$ cat src/rtl/imem_loader.sv
// Byte-stream loader for the instruction memory: packs bytes little-endian into
// words, writes them at incrementing addresses and holds the CPU in reset until done.
module imem_loader #(
    parameter int ADDRESS_WIDTH = 5,
    parameter int DATA_WIDTH    = 32
) (
    input  logic                     clk,
    input  logic                     rst_n,
    input  logic                     start,
    input  logic [ADDRESS_WIDTH:0]   word_count,
    input  logic                     byte_valid,
    input  logic [7:0]               byte_data,
    output logic                     byte_ready,
    output logic                     wr_en,
    output logic [ADDRESS_WIDTH-1:0] wr_addr,
    output logic [DATA_WIDTH-1:0]    wr_data,
    output logic                     busy,
    output logic                     done,
    output logic                     cpu_rst,
    output logic [7:0]               checksum
);

    localparam logic [1:0] S_IDLE  = 2'd0;
    localparam logic [1:0] S_LOAD  = 2'd1;
    localparam logic [1:0] S_WRITE = 2'd2;
    localparam logic [1:0] S_DONE  = 2'd3;

    localparam logic [ADDRESS_WIDTH:0] DEPTH = {1'b1, {ADDRESS_WIDTH{1'b0}}};

    logic [1:0]               state_q, state_d;
    logic [ADDRESS_WIDTH:0]   count_q, count_d;
    logic [ADDRESS_WIDTH-1:0] addr_q, addr_d;
    logic [1:0]               idx_q, idx_d;
    logic [DATA_WIDTH-1:0]    word_q, word_d;
    logic [ADDRESS_WIDTH-1:0] wr_addr_q, wr_addr_d;
    logic [DATA_WIDTH-1:0]    wr_data_q, wr_data_d;
    logic [7:0]               checksum_q, checksum_d;
    logic [ADDRESS_WIDTH:0]   clamped_count;

    assign clamped_count = (word_count > DEPTH) ? DEPTH : word_count;

    always_comb begin
        state_d    = state_q;
        count_d    = count_q;
        addr_d     = addr_q;
        idx_d      = idx_q;
        word_d     = word_q;
        wr_addr_d  = wr_addr_q;
        wr_data_d  = wr_data_q;
        checksum_d = checksum_q;
        case (state_q)
            S_IDLE, S_DONE: begin
                if (start) begin
                    count_d    = clamped_count;
                    addr_d     = '0;
                    idx_d      = '0;
                    checksum_d = '0;
                    state_d    = (clamped_count == '0) ? S_DONE : S_LOAD;
                end
            end
            S_LOAD: begin
                if (byte_valid) begin
                    word_d[{idx_q, 3'b000} +: 8] = byte_data;
                    checksum_d = checksum_q + byte_data;
                    idx_d      = idx_q + 2'd1;
                    // The write registers are loaded here so they present the word in WRITE
                    // and then hold it untouched while the next word is gathered.
                    if (idx_q == 2'd3) begin
                        state_d   = S_WRITE;
                        wr_addr_d = addr_q;
                        wr_data_d = word_d;
                    end
                end
            end
            default: begin
                if (({1'b0, addr_q} + 1'b1) == count_q) begin
                    state_d = S_DONE;
                end else begin
                    addr_d  = addr_q + 1'b1;
                    idx_d   = '0;
                    state_d = S_LOAD;
                end
            end
        endcase
    end

    always_ff @(posedge clk or negedge rst_n) begin
        if (!rst_n) begin
            state_q    <= S_IDLE;
            count_q    <= '0;
            addr_q     <= '0;
            idx_q      <= '0;
            word_q     <= '0;
            wr_addr_q  <= '0;
            wr_data_q  <= '0;
            checksum_q <= '0;
        end else begin
            state_q    <= state_d;
            count_q    <= count_d;
            addr_q     <= addr_d;
            idx_q      <= idx_d;
            word_q     <= word_d;
            wr_addr_q  <= wr_addr_d;
            wr_data_q  <= wr_data_d;
            checksum_q <= checksum_d;
        end
    end

    assign byte_ready = (state_q == S_LOAD);
    assign wr_en      = (state_q == S_WRITE);
    assign busy       = (state_q == S_LOAD) || (state_q == S_WRITE);
    assign done       = (state_q == S_DONE);
    assign cpu_rst    = (state_q != S_DONE);
    assign wr_addr    = wr_addr_q;
    assign wr_data    = wr_data_q;
    assign checksum   = checksum_q;

endmodule

$ cat config.mk
export PLATFORM = sky130hd
export DESIGN_NAME = imem_loader
export DESIGN_NICKNAME = d
export VERILOG_FILES = /design/src/rtl/imem_loader.sv
export SDC_FILE = /design/constraint.sdc
export NUM_CORES = 1
export LEC_CHECK = 0
export BUFFER_PORTS_ARGS = -buffer_cell sky130_fd_sc_hd__clkbuf_2
export CAP_MARGIN = 15
export CORE_MARGIN = 4
export CORE_UTILIZATION = 57
export CTS_CLUSTER_DIAMETER = 150
export DETAILED_ROUTE_END_ITERATION = 8
export GPL_ROUTABILITY_DRIVEN = 1
export PLACE_DENSITY_LB_ADDON = 0.2
export SYNTH_ARGS = -nofsm -noshare
export SYNTH_HDL_FRONTEND = slang
export SYNTH_SLANG_ARGS = --single-unit
$ cat constraint.sdc
create_clock -name clk -period 3.1 [get_ports clk]
set_clock_uncertainty 0.15 [all_clocks]
set_input_delay 0.31 -clock clk [delete_from_list [all_inputs] [get_ports clk]]
set_output_delay 0.31 -clock clk [all_outputs]
set_load 0.02 [all_outputs]
==> results of run 1 <==
final cells by class:
type	instances	area share (%)
sequential	92	44.6
inverter	11	0.799
clock buffer	10	2.66
clock inverter	6	1.21
tap	102	2.47
timing repair buffer	75	7.99
multi-input combinational	316	40.3
sequential cells by signal, summed over array words and instances, names as in the netlist:
signal    count
word_q       32
wr_data      32
checksum      8
count_q       6
addr_q        5
wr_addr       5
idx_q         2
state_q       2
through the flow:
step / cells / worst slack (ps) / utilization, % / hold slack [ps]
after global placement: 595 / 790 / 64.1 / 305
after detailed placement: 595 / 728 / 64.1 / 312
after floorplan: 442 / 866 / - / -136
after CTS: 612 / 691 / 66.9 / 49.0
final: 612 / 702 / 66.9 / 56.7
after global routing: 612 / 502 / 66.9 / 50.7
worst reg2reg max path, stage by stage (launching register included):
cell     delay [ps]
dfrtp_1         530
inv_2           150
ha_1            420
nor4b_4         530
and2_1          360
a22o_1          200
cell usage after synthesis (all sizes together) (7+ instances only):
cell type / n
xnor2: 9
nor2b: 33
ha: 18
a21oi: 45
nor3: 7
o21ai: 45
inv: 11
dfrtp: 92
clkbuf: 13
nor2: 7
buf: 10
nand2b: 7
a22o: 39
nand2: 58
worst paths after layout:
kind                                           end  depth (start not counted)
max                         word_q[27]$_DFFE_PN0P_                          5
min                         count_q[4]$_DFFE_PN0P_                          3
max reg2reg                 word_q[27]$_DFFE_PN0P_                          5
min reg2reg                wr_data[18]$_DFFE_PN0P_                          2
max in group asynchronous    word_q[6]$_DFFE_PN0P_                          3
min in group asynchronous  wr_data[26]$_DFFE_PN0P_                          2
where the power goes:
group | internal (mW) | leakage, nW | total [mW] | switching (mW)
registers | 1.44 | 1.25 | 1.66 | 0.215
clock network | 0.396 | 0.106 | 0.812 | 0.416
logic | 0.678 | 1.16 | 1.72 | 1.04
total | 2.52 | 2.52 | 4.19 | 1.67
layer usage:
| metal | global-route usage, % | wire [µm] | share of wire [%] | vias to the layer above |
|---|---|---|---|---|
| li1 | - | - | - | 1689 |
| met1 | 31.7 | 4590 | 47 | 1667 |
| met2 | 34.0 | 4620 | 47 | 90 |
| met3 | 4.47 | 504 | 5.1 | 4 |
| met4 | 6.59 | 78 | 0.80 | 0 |
| met5 | 0 | 0 | 0 | - |
kinds of logic after synthesis:
group | Yosys count
xor gates and xnor gates | 12
adders and majority gates | 19
buffers and inverters | 34
DFF | 92
and+or+nand+nor | 134
AOI/OAI and AO/OA | 145
muxes | 6
timing repair:
item,CTS,global route
hold buffers,1,0
buffers inserted,0,0
endpoints found under the hold margin,65,0
cell usage in the layout (no fill, tap or decap), types with 4 or more instances in the layout:
master / count
nor2b_1: 33
ha_1: 18
a21oi_1: 45
clkbuf_2: 66
nand2_1: 57
clkbuf_8: 10
dfrtp_1: 92
xnor2_1: 7
o21ai_0: 34
o21ai_1: 11
nand2b_1: 7
nand3_1: 4
nor2_1: 7
mux2_1: 4
a22o_1: 39
inv_1: 9
buf_4: 7
and2_1: 6
==> impl.org, run 1 <==
** Cells and area
- After routing the design area is 5170 µm².
- Share of layout cells above drive strength 1 :: 20.0%
- Total area of sequential cells :: 2300 µm²
- Layout net count :: 542
- The filler cells instantiated in the layout total 657.
- From synthesis to final layout, the design area changed by 14.4%.
- 0 antenna diodes ended up in the layout.
- In the final layout, the multi-input gates occupy 2080 µm².

** Setup path
- For flop-to-flop paths, the worst setup slack is 700 ps.
- On the worst path, the slowest cell contributes a delay of 530 ps.
- Crit end category :: register
- Critical Path RT :: 3230 ps
- Data arrives at the worst endpoint at 2530 ps.
- Slowest CP cell :: dfrtp_1
- Crit Path Class :: reg -> reg
- In this run the worst path has a maximum fanout of 9.
- Tracing the worst setup path back leads to its startpoint at idx_q[0]$_DFFE_PN0P_.
- Ordered list of cells on the worst path :: inv_2 > ha_1 > nor4b_4 > and2_1 > a22o_1
- The worst setup path is launched from a register.
- Counting both buffers and inverters, the worst setup path holds a total of 1.
- On the critical path the largest part of the delay comes from simple AND/OR/NAND/NOR gates.
- The startpoint identified for the worst register-to-register timing path is idx_q[0]$_DFFE_PN0P_.

** Logic synthesis
- Synthesized area :: 4520 µm²
- Sequential area share after synthesis :: 51.0%
- Top flip-flop cell by instance count after synthesis :: dfrtp_1
- The synthesized netlist devotes 2.66% of its cell area to XOR and XNOR gates.
- Fraction of the mapped netlist area in adder cells :: 5.43%
- By area the synthesized netlist is led by dfrtp_1 (51%), a22o_1 (7.6%), a21oi_1 (5.0%).
- Compound-cell area share of the yosys netlist :: 20.4%
- Counting flops with a built-in enable in the synthesized netlist gives 0.
- Flop and latch count out of synthesis :: 92
- Of the total synthesized cell area, the portion taken by AND, OR, NAND and NOR gates is 16.1%.
- Top cell type's share of synthesized area :: 51.0%
- Synthesized instance count :: 442
- The Yosys step of the flow raised 0 warnings.
- Most area-hungry cell type in the Yosys netlist :: dfrtp_1
- Share of async-settable or async-resettable flops after synthesis :: 100%
- By area, the combinational part of the netlist is dominated by compound AO/OA/AOI/OAI gates.
- Cell variety after synth :: 48
- Multiplexer share of the synthesized area :: 1.47%
- Average size of a mapped cell :: 10.2 µm²
- Counting every net in the synthesized netlist gives 479.

** Clocking
- CTS tree :: built
- Total CTS buffers :: 9
- TritonCTS sink count :: 92
- Clock tree root buffer cell :: clkbuf_8
- After clock tree synthesis, the repair step resized 0 gates.
- The later pin in the worst-skew pair is clocked with a latency of 340 ps.
- Clock transition at path regs :: 90 ps
- In this run the deepest clock path goes through 2 buffers.
- The H-tree was split into 3 levels.

** Global route
- Antenna violations before repair :: 0
- For this run, the total global-route usage over all layers was measured as 22.0%.
- Pin count of the biggest net entering global routing :: 67
- The first global-routing pass estimated 17.0 mm of wire.
- The via count of the first global-routing pass came to 3,442.
- After global routing the overflow that remains totals 0.

** Timing
- Setup violations remaining at the end of the flow were counted as 0.
- The max-slew violation count was 0.
- Sum of negative setup slack :: 0 ps
- Derived from the worst setup path, the maximum achievable clock frequency is 417 MHz.
- Portion of the clock cycle consumed by the worst path in the final layout :: 77.3%
- Final worst path period need :: 2400 ps
- In this run the tightest slew margin relative to its limit is 45.4%.
- The number of endpoints with negative hold slack in the final report came to 0.
- For the pin with the worst max-slew slack, the measured transition is 818 ps.
- Unrepaired setup endpoints after global routing :: no

** Floorplanning
- From left edge to right edge, the die measures 97.0 µm.
- Area inside the core boundary :: 7730 µm²
- Vertical die dimension :: 97.0 µm
- Row generation in the floorplan step produced 32 rows.
- The initial utilization of the core area, before any placement, comes to 58.4%.
- Count of pins on the block boundary :: 68
- The floorplan step defined a die boundary enclosing 9410 µm².

** Place
- Routability-driven placement finished with a final weighted congestion of 0.830.
- Post-DP HPWL :: 6.92 mm
- Number of port buffers :: 67
- Instance area after placement :: 4960 µm²

** Min path
- The worst hold path begins at word_count[4].
- In this run the worst hold path is classified as in -> reg.

** Run status
- The run finished with clean final reports.

** Routing
- In the routed design, unresolved DRC markers number 0.
- Drt first pass iters :: 4
- Initial detailed-routing violation count :: 221
- Dividing the detail-routed wire length by the instance count gives 16.0 µm.
- Total via count after detailed routing :: 3,450
- Drt total wl :: 9.80 mm
- Once detail routing completed, the nets flagged for antenna violations numbered 0.
- Via count normalized by instance count :: 5.64

** Power
- VDD sags by at most 635 µV.
- Summed over all cells, the static leakage comes to 2.52 nW.
- Overall power consumption after layout is estimated at 4.19 mW.
- Areal power density over the cells :: 810 nW/µm²

** Flow run
- Number of violations of the max-capacitance limit :: 0
(Power assumes the default switching activity.)
==> run 2: changes to the inputs <==
--- a/config.mk
+++ b/config.mk
@@ -5,10 +5,11 @@
 export SDC_FILE = /design/constraint.sdc
 export NUM_CORES = 1
 export LEC_CHECK = 0
+export ABC_AREA = 1
 export BUFFER_PORTS_ARGS = -buffer_cell sky130_fd_sc_hd__clkbuf_2
 export CAP_MARGIN = 15
 export CORE_MARGIN = 4
-export CORE_UTILIZATION = 57
+export CORE_UTILIZATION = 51
 export CTS_CLUSTER_DIAMETER = 150
 export DETAILED_ROUTE_END_ITERATION = 8
 export GPL_ROUTABILITY_DRIVEN = 1
==> constraint.sdc (replaced) <==
create_clock -name clk -period 2.09 [get_ports clk]
set_clock_uncertainty 0.15 [all_clocks]
set_input_delay 0.209 -clock clk [delete_from_list [all_inputs] [get_ports clk]]
set_output_delay 0.209 -clock clk [all_outputs]
set_load 0.02 [all_outputs]
==> impl.org, run 2 <==
** Run status
- The flow ran to the end, and the final reports show no timing, DRC or antenna violations.

** Place
- The placed instances occupy a cell area of 5090 µm².
- Post-DP HPWL :: 7.28 mm
- Weighted congestion reported at the end of routability-driven placement :: 0.854
- During placement, the flow inserted port buffers numbering 67.
- Cell count after placement :: 656

** Clocking
- CTS H-Tree Depth :: 3
- Clock tree root buffer cell :: clkbuf_8
- The clock reaches the later pin of the worst-skew pair after 370 ps.
- Maximum clock path buffer count :: 2
- TritonCTS sink count :: 92
- TritonCTS built the clock tree.
- Counting the buffers created by CTS gives 9.
- # Post-CTS Setup Buffers :: 0
- After clock tree synthesis, the clock-pin slew on the worst setup and hold paths is 80 ps.

** Logic synthesis
- Counting distinct cell types in the post-synthesis netlist gives 32.
- Synthesized area :: 4530 µm²
- Ranked by instance count, the synthesized netlist is headed by nand2_1 (95), dfrtp_1 (92), inv_1 (65), o21ai_0 (39), mux2_2 (31).
- Ranked by total cell area, the synthesized netlist is headed by dfrtp_1 (51%), nand2_1 (7.9%), mux2_2 (7.7%).
- Fraction of the mapped netlist area in simple logic gates :: 14.8%
- Each instance of the synthesized netlist takes up on average 9.39 µm².
- Xor and xnor area share after synthesis :: 1.16%
- Summing the areas of all compound-gate instances in the mapped netlist gives 12.1% of the synthesized area.
- Sequential area share after synthesis :: 50.8%
- The synthesized netlist devotes 5.41% of its cell area to adder and majority cells.
- Yosys mapped a number of flops with a built-in enable equal to 0.
- Top cell type's share of synthesized area :: 50.8%
- Yosys instantiated no cell more often than nand2_1.
- After technology mapping, the gate count stands at 483.
- After synthesis the netlist holds a flip-flop and latch count of 92.
- Post-Syn Nets :: 520
- The most used flip-flop cell after synthesis is dfrtp_1.
- Multiplexer share of the synthesized area :: 8.44%
- Dominant combinational cell family by area after synthesis :: simple AND/OR/NAND/NOR gates
- Most area-hungry cell type in the Yosys netlist :: dfrtp_1
- Count of warnings emitted by yosys :: 0
- In the synthesized netlist the async set-or-reset flop fraction comes to 100%.

** Floorplanning
- The initial utilization of the core area, before any placement, comes to 52.2%.
- Vertical die dimension :: 102 µm
- After floorplanning, the core was sized to cover 8680 µm².
- In this run the core area contains 34 standard-cell rows.
- Die width :: 102 µm
- Die footprint :: 10,500 µm²
- 68 I/O pins were placed.

** Power
- After layout, the design draws a total of 6.70 mW.
- Leakage Power :: 2.72 nW
- Areal power density over the cells :: 1250 nW/µm²
- IR analysis of the VDD net gives a maximum drop of 865 µV.

** Setup path
- Element type at the critical path start :: register
- At the worst endpoint, the required time is 2230 ps.
- Crit end category :: register
- Data arrives at the worst endpoint at 2090 ps.
- The critical path is of the reg -> reg type.
- Crit-path max FO :: 5

** Cells and area
- After filler insertion, the fill cell instance count of the layout stands at 743.
- Commonest non-fill, non-tap cells in the layout :: nand2_1 (95), dfrtp_1 (91), clkbuf_2 (66), inv_1 (65), o21ai_0 (39)
- Cells with a size suffix above 1 make up 25.0% of the layout.
- The count of cells in the finished layout, fillers not included, comes to 677.
- Summing all multi-input logic gate instances after layout gives 1930 µm².
- Leading cell type in the layout, fill and taps excluded :: nand2_1
- In the final layout, flip-flops and latches occupy 2300 µm².
- Layout net count :: 602
- Once layout is done, the placed cells without fillers occupy 5350 µm².
- The area growth from synthesis to layout is 18.0%.
- Antenna Diode Count :: 0

** Routing
- The first detailed-routing pass ran for 5 iterations.
- Initial detailed-routing violation count :: 154
- Drt total wl :: 9.94 mm
- In the final routed layout, each cell accounts on average for 14.7 µm.
- Number of remaining DRC errors :: 0
- Detailed routing inserted a total of 3,552 vias.
- Via count normalized by instance count :: 5.25
- Once detail routing completed, the nets flagged for antenna violations numbered 0.

** Global route
- The initial antenna violation count is 0.
- The via count of the first global-routing pass was 3,453.
- First-pass GRT wire length :: 16.6 mm
- Entering global routing, the biggest net connects 65 pins.
- For this run, the total global-route usage over all layers was measured as 20.3%.
- The total overflow left after global routing is 0.

** Timing
- Setup violations remaining at the end of the flow were counted as 0.
- Transition time at the pin with the least slew margin :: 373 ps
- Slew Viols, Final :: 0
- The worst pin sits at a relative slew slack of 75.1%.
- Worst Hold Slack :: 29.8 ps
- The number of endpoints with negative hold slack in the final report is 0.
- After layout, the worst path uses 93.4% of the clock period.
- Final worst path period need :: 1950 ps
- Based on the critical path, the design can be clocked at up to 512 MHz.

** Min path
- In this run the worst hold path is classified as in -> reg.

** Flow run
- Number of violations of the max-capacitance limit :: 0
[run 2: cells by family after synthesis]
family | Yosys count
xor gates and xnor gates | 6
adders and majority gates | 19
and+or+nand+nor | 154
muxes | 34
DFF | 92
buffers and inverters | 85
AOI/OAI and AO/OA | 93
[run 2: final timing paths]
path / startpoint / slack [ps] / cells after the start / end
min: word_count[5] / 30 / 3 / count_q[5]$_DFFE_PN0P_
min in group asynchronous: rst_n / 40 / 2 / word_q[17]$_DFFE_PN0P_
max: state_q[0]$_DFFE_PN0P_ / 140 / 11 / state_q[1]$_DFFE_PN0P_
min reg2reg: wr_data[8]$_DFFE_PN0P_ / 340 / 1 / wr_data[8]$_DFFE_PN0P_
max reg2reg: state_q[0]$_DFFE_PN0P_ / 140 / 11 / state_q[1]$_DFFE_PN0P_
max in group asynchronous: rst_n / 1170 / 3 / state_q[0]$_DFFE_PN0P_
[run 2: metrics by stage]
step	util [%]	TNS, ps	worst slack, ps
CTS	61.4	0	83.3
floorplan	-	0	91.0
detailed placement	58.6	0	112
global placement	58.6	0	195
global route	61.7	-3.28	-3.28
finish	61.7	0	137
[run 2: layout make-up]
class,count,share of cell area (%)
multi-input cells,306,36.1
repair buffers,87,10.1
inverters,69,4.84
clock inverters,2,0.655
clock buffers,13,2.78
flip-flops and latches,92,43.0
well taps,108,2.52
[run 2: critical path: stages, from the launching register on]
cell and delay [ps]:
dfrtp_2 420, inv_1 60, ha_1 350, inv_2 110, nor2_1 70, inv_1 80, nand2_1 110, a21oi_2 160
inv_1 90, a21oi_1 120, nand2_1 70, o21ai_1 90
[run 2: power breakdown]
part	internal [mW]	leakage, nW	switching (mW)
clock	0.580	0.0935	0.607
sequential	2.27	1.25	0.251
combinational	1.08	1.38	1.92
total	3.93	2.72	2.78
[run 2: timing repair]
| action | CTS | global route |
|---|---|---|
| setup endpoints to repair | 0 | 9 |
| resized for setup | 0 | 5 |
| hold buffers | 6 | 0 |
| endpoints found under the hold margin | 97 | 0 |
[run 2: routing by layer]
layer | wire, µm | track usage (%)
met1 | 4480 | 27.3
met2 | 4830 | 32.8
met3 | 438 | 3.21
met4 | 193 | 8.48
met5 | 0 | 0
==> run 3: changes to the inputs <==
--- a/config.mk
+++ b/config.mk
@@ -5,7 +5,6 @@
 export SDC_FILE = /design/constraint.sdc
 export NUM_CORES = 1
 export LEC_CHECK = 0
-export ABC_AREA = 1
 export BUFFER_PORTS_ARGS = -buffer_cell sky130_fd_sc_hd__clkbuf_2
 export CAP_MARGIN = 15
 export CORE_MARGIN = 4
==> impl.org, run 3 (synthesis results as in run 1) <==
** Run status
- The run finished with clean final reports.

** Cells and area
- Final-layout fill cell count :: 716
- Leading cell type in the layout, fill and taps excluded :: dfrtp_1
- Of the cells placed in the final design, the portion with a size suffix greater than 1 is 28.9%.
- The area growth from synthesis to layout is 24.3%.
- 0 antenna diodes ended up in the layout.
- At the end of the flow the core is filled with cells to 64.7%.
- Commonest non-fill, non-tap cells in the layout :: dfrtp_1 (90), clkbuf_2 (66), nand2_1 (57), buf_4 (44), a21oi_1 (42)
- Layout net count :: 586
- Once layout is complete, the cells apart from fillers number 662.

** Clocking
- After clock tree synthesis, the clock-pin slew on the worst setup and hold paths is 90 ps.
- TritonCTS built the clock tree.
- The H-tree was split into 3 levels.
- Clock tree synthesis found a total of 92 sinks.
- TritonCTS created 9 clock buffers.
- The later pin in the worst-skew pair is clocked with a latency of 360 ps.
- Clock tree root buffer cell :: clkbuf_8
- Counting along the longest clock path gives a buffer depth of 2.

** Power
- Combinational cells account for 47.4% of the total power.
- Areal power density over the cells :: 1210 nW/µm²
- The analysis attributes to net switching a power of 2.72 mW.
- In this run the static leakage power is 2.73 nW.
- Portion of total power attributed to sequential cells :: 35.8%
- Cell internal power was estimated by the tool at 4.06 mW.
- Maximum VDD drop :: 759 µV
- Of the total power, the share spent switching nets is 40.2%.
- In this run, the clock network consumes 16.8% of the power.

** Floorplanning
- Placement row count :: 34
- Vertical die dimension :: 102 µm
- The region available for standard cell placement spans 8680 µm².
- The floorplan step set the die width to 102 µm.
- Die footprint :: 10,400 µm²
- Effective utilization at floorplan :: 52.0%
- 68 I/O pins were placed.

** Timing
- The max-slew violation count is 0.
- Unrepaired setup endpoints after global routing :: yes
- In this run the tightest slew margin relative to its limit is 76.2%.
- Number of hold violations in the final report :: 0
- The routed design could run at a clock period as short as 2070 ps.
- Final hold analysis gives a worst-case slack of 81.3 ps.
- Portion of the clock cycle consumed by the worst path in the final layout :: 99.2%
- For the pin with the worst max-slew slack, the measured transition is 353 ps.
- Final setup violation count :: 0
- FMAX :: 482 MHz

** Routing
- Via count normalized by instance count :: 5.39
- Drt total wl :: 10.4 mm
- The first TritonRoute pass finished after 4 iterations.
- For this run, design rule violations remaining after detail routing come to 0.
- Total via count after detailed routing :: 3,568
- Routed wire length per instance :: 15.8 µm
- Post-DRT Antenna Nets :: 0
- Initial detailed-routing violation count :: 104

** Place
- Post-DP HPWL :: 7.41 mm
- Weighted congestion reported at the end of routability-driven placement :: 0.839
- Buffers placed on the I/O ports in this run total 67.
- Including well taps, the total number of placed cells is 634.

** Global route
- Entering global routing, the biggest net connects 43 pins.
- First-pass GRT wire length :: 17.4 mm
- The initial antenna violation count is 0.
- Global routing consumed, over all layers together, 21.2% of the routing resources.
- Met1 track demand over resource :: 29.8%
- For this run, global-route usage on met2 was measured as 34.4%.
- The via count of the first global-routing pass was 3,591.
- met2 is the most crowded layer.
- Met3 usage in global routing :: 2.66%
- Remaining global-route overflow :: 0

** Flow run
- Across the run, the number of max-cap violations was 0.

** Setup path
- At the worst endpoint, the arrival time is 2170 ps.
- R2r setup slk :: 20 ps
- Crit-path max FO :: 7
- STA classifies the critical path startpoint as a register.
- Critical Path RT :: 2190 ps
- Crit Path Class :: reg -> reg
- Crit end category :: register

** Min path
- The min-delay analysis places its worst path in the category in -> reg.
==> run 3: layout make-up <==
type,instances,area [µm²],area share (%)
Clock inverter,6,46.3,0.825
Inverter,11,41.3,0.736
Sequential cell,92,2300,41.1
Multi-Input combinational cell,316,2190,39.1
Timing Repair Buffer,119,753,13.4
Tap cell,108,135,2.41
Clock buffer,10,138,2.45
==> run 3: worst paths after layout <==
path | to | startpoint | depth (start not counted)
worst max register to register | addr_q[3]$_DFFE_PN0P_ | addr_q[0]$_DFFE_PN0P_ | 7
max in group asynchronous | wr_data[13]$_DFFE_PN0P_ | rst_n | 4
worst min register to register | wr_data[18]$_DFFE_PN0P_ | wr_data[18]$_DFFE_PN0P_ | 2
min in group asynchronous | wr_data[17]$_DFFE_PN0P_ | rst_n | 2
worst max-delay path | addr_q[3]$_DFFE_PN0P_ | addr_q[0]$_DFFE_PN0P_ | 7
worst min-delay path | count_q[5]$_DFFE_PN0P_ | start | 3
==> run 3: repair_timing <==
item,in CTS,in global routing
hold buffers,7,0
gates resized for setup,2,18
endpoints found under the setup margin,1,26
pin swaps,1,8
buffers inserted,0,5
hold endpoints to repair,90,0
==> run 3: critical path, stage by stage (launching register included) <==
cell,delay [ps]
dfrtp_1,430
buf_6,140
nand3_1,80
nor2_2,180
xor2_2,280
nor3_4,110
or4_1,490
o311ai_1,110
==> run 3: per-stage QoR <==
| stage | total power [mW] | area (µm²) | setup TNS, ps | setup slack [ps] |
|---|---|---|---|---|
| 4_1_cts | 6.60 | 5480 | 0 | 1.05 |
| 2_1_floorplan | 4.32 | 4540 | -273 | -18.3 |
| 6_report | 6.78 | 5610 | 0 | 16.7 |
| 3_5_place_dp | 5.43 | 5220 | -51.5 | -51.5 |
| 5_1_grt | 7.25 | 5610 | -133 | -84.0 |
| 3_3_place_gp | 5.35 | 5220 | 0 | 61.2 |
==> run 3: per-layer routing <==
metal | share of wire, % | vias to the layer above
li1 | - | 1775
met1 | 49 | 1705
met2 | 46 | 80
met3 | 3.8 | 8
met4 | 0.87 | 0
met5 | 0 | -
==> run 3: power by group through the flow <==
stage          Combinational (mW)  Sequential [mW]  Clock (mW)
5_1_grt                      3.53             2.48        1.24
4_1_cts                      3.05             2.39        1.16
2_1_floorplan                1.79             2.53           0
3_3_place_gp                 2.93             2.41           0
6_report                     3.21             2.43        1.14
3_5_place_dp                 3.00             2.43           0
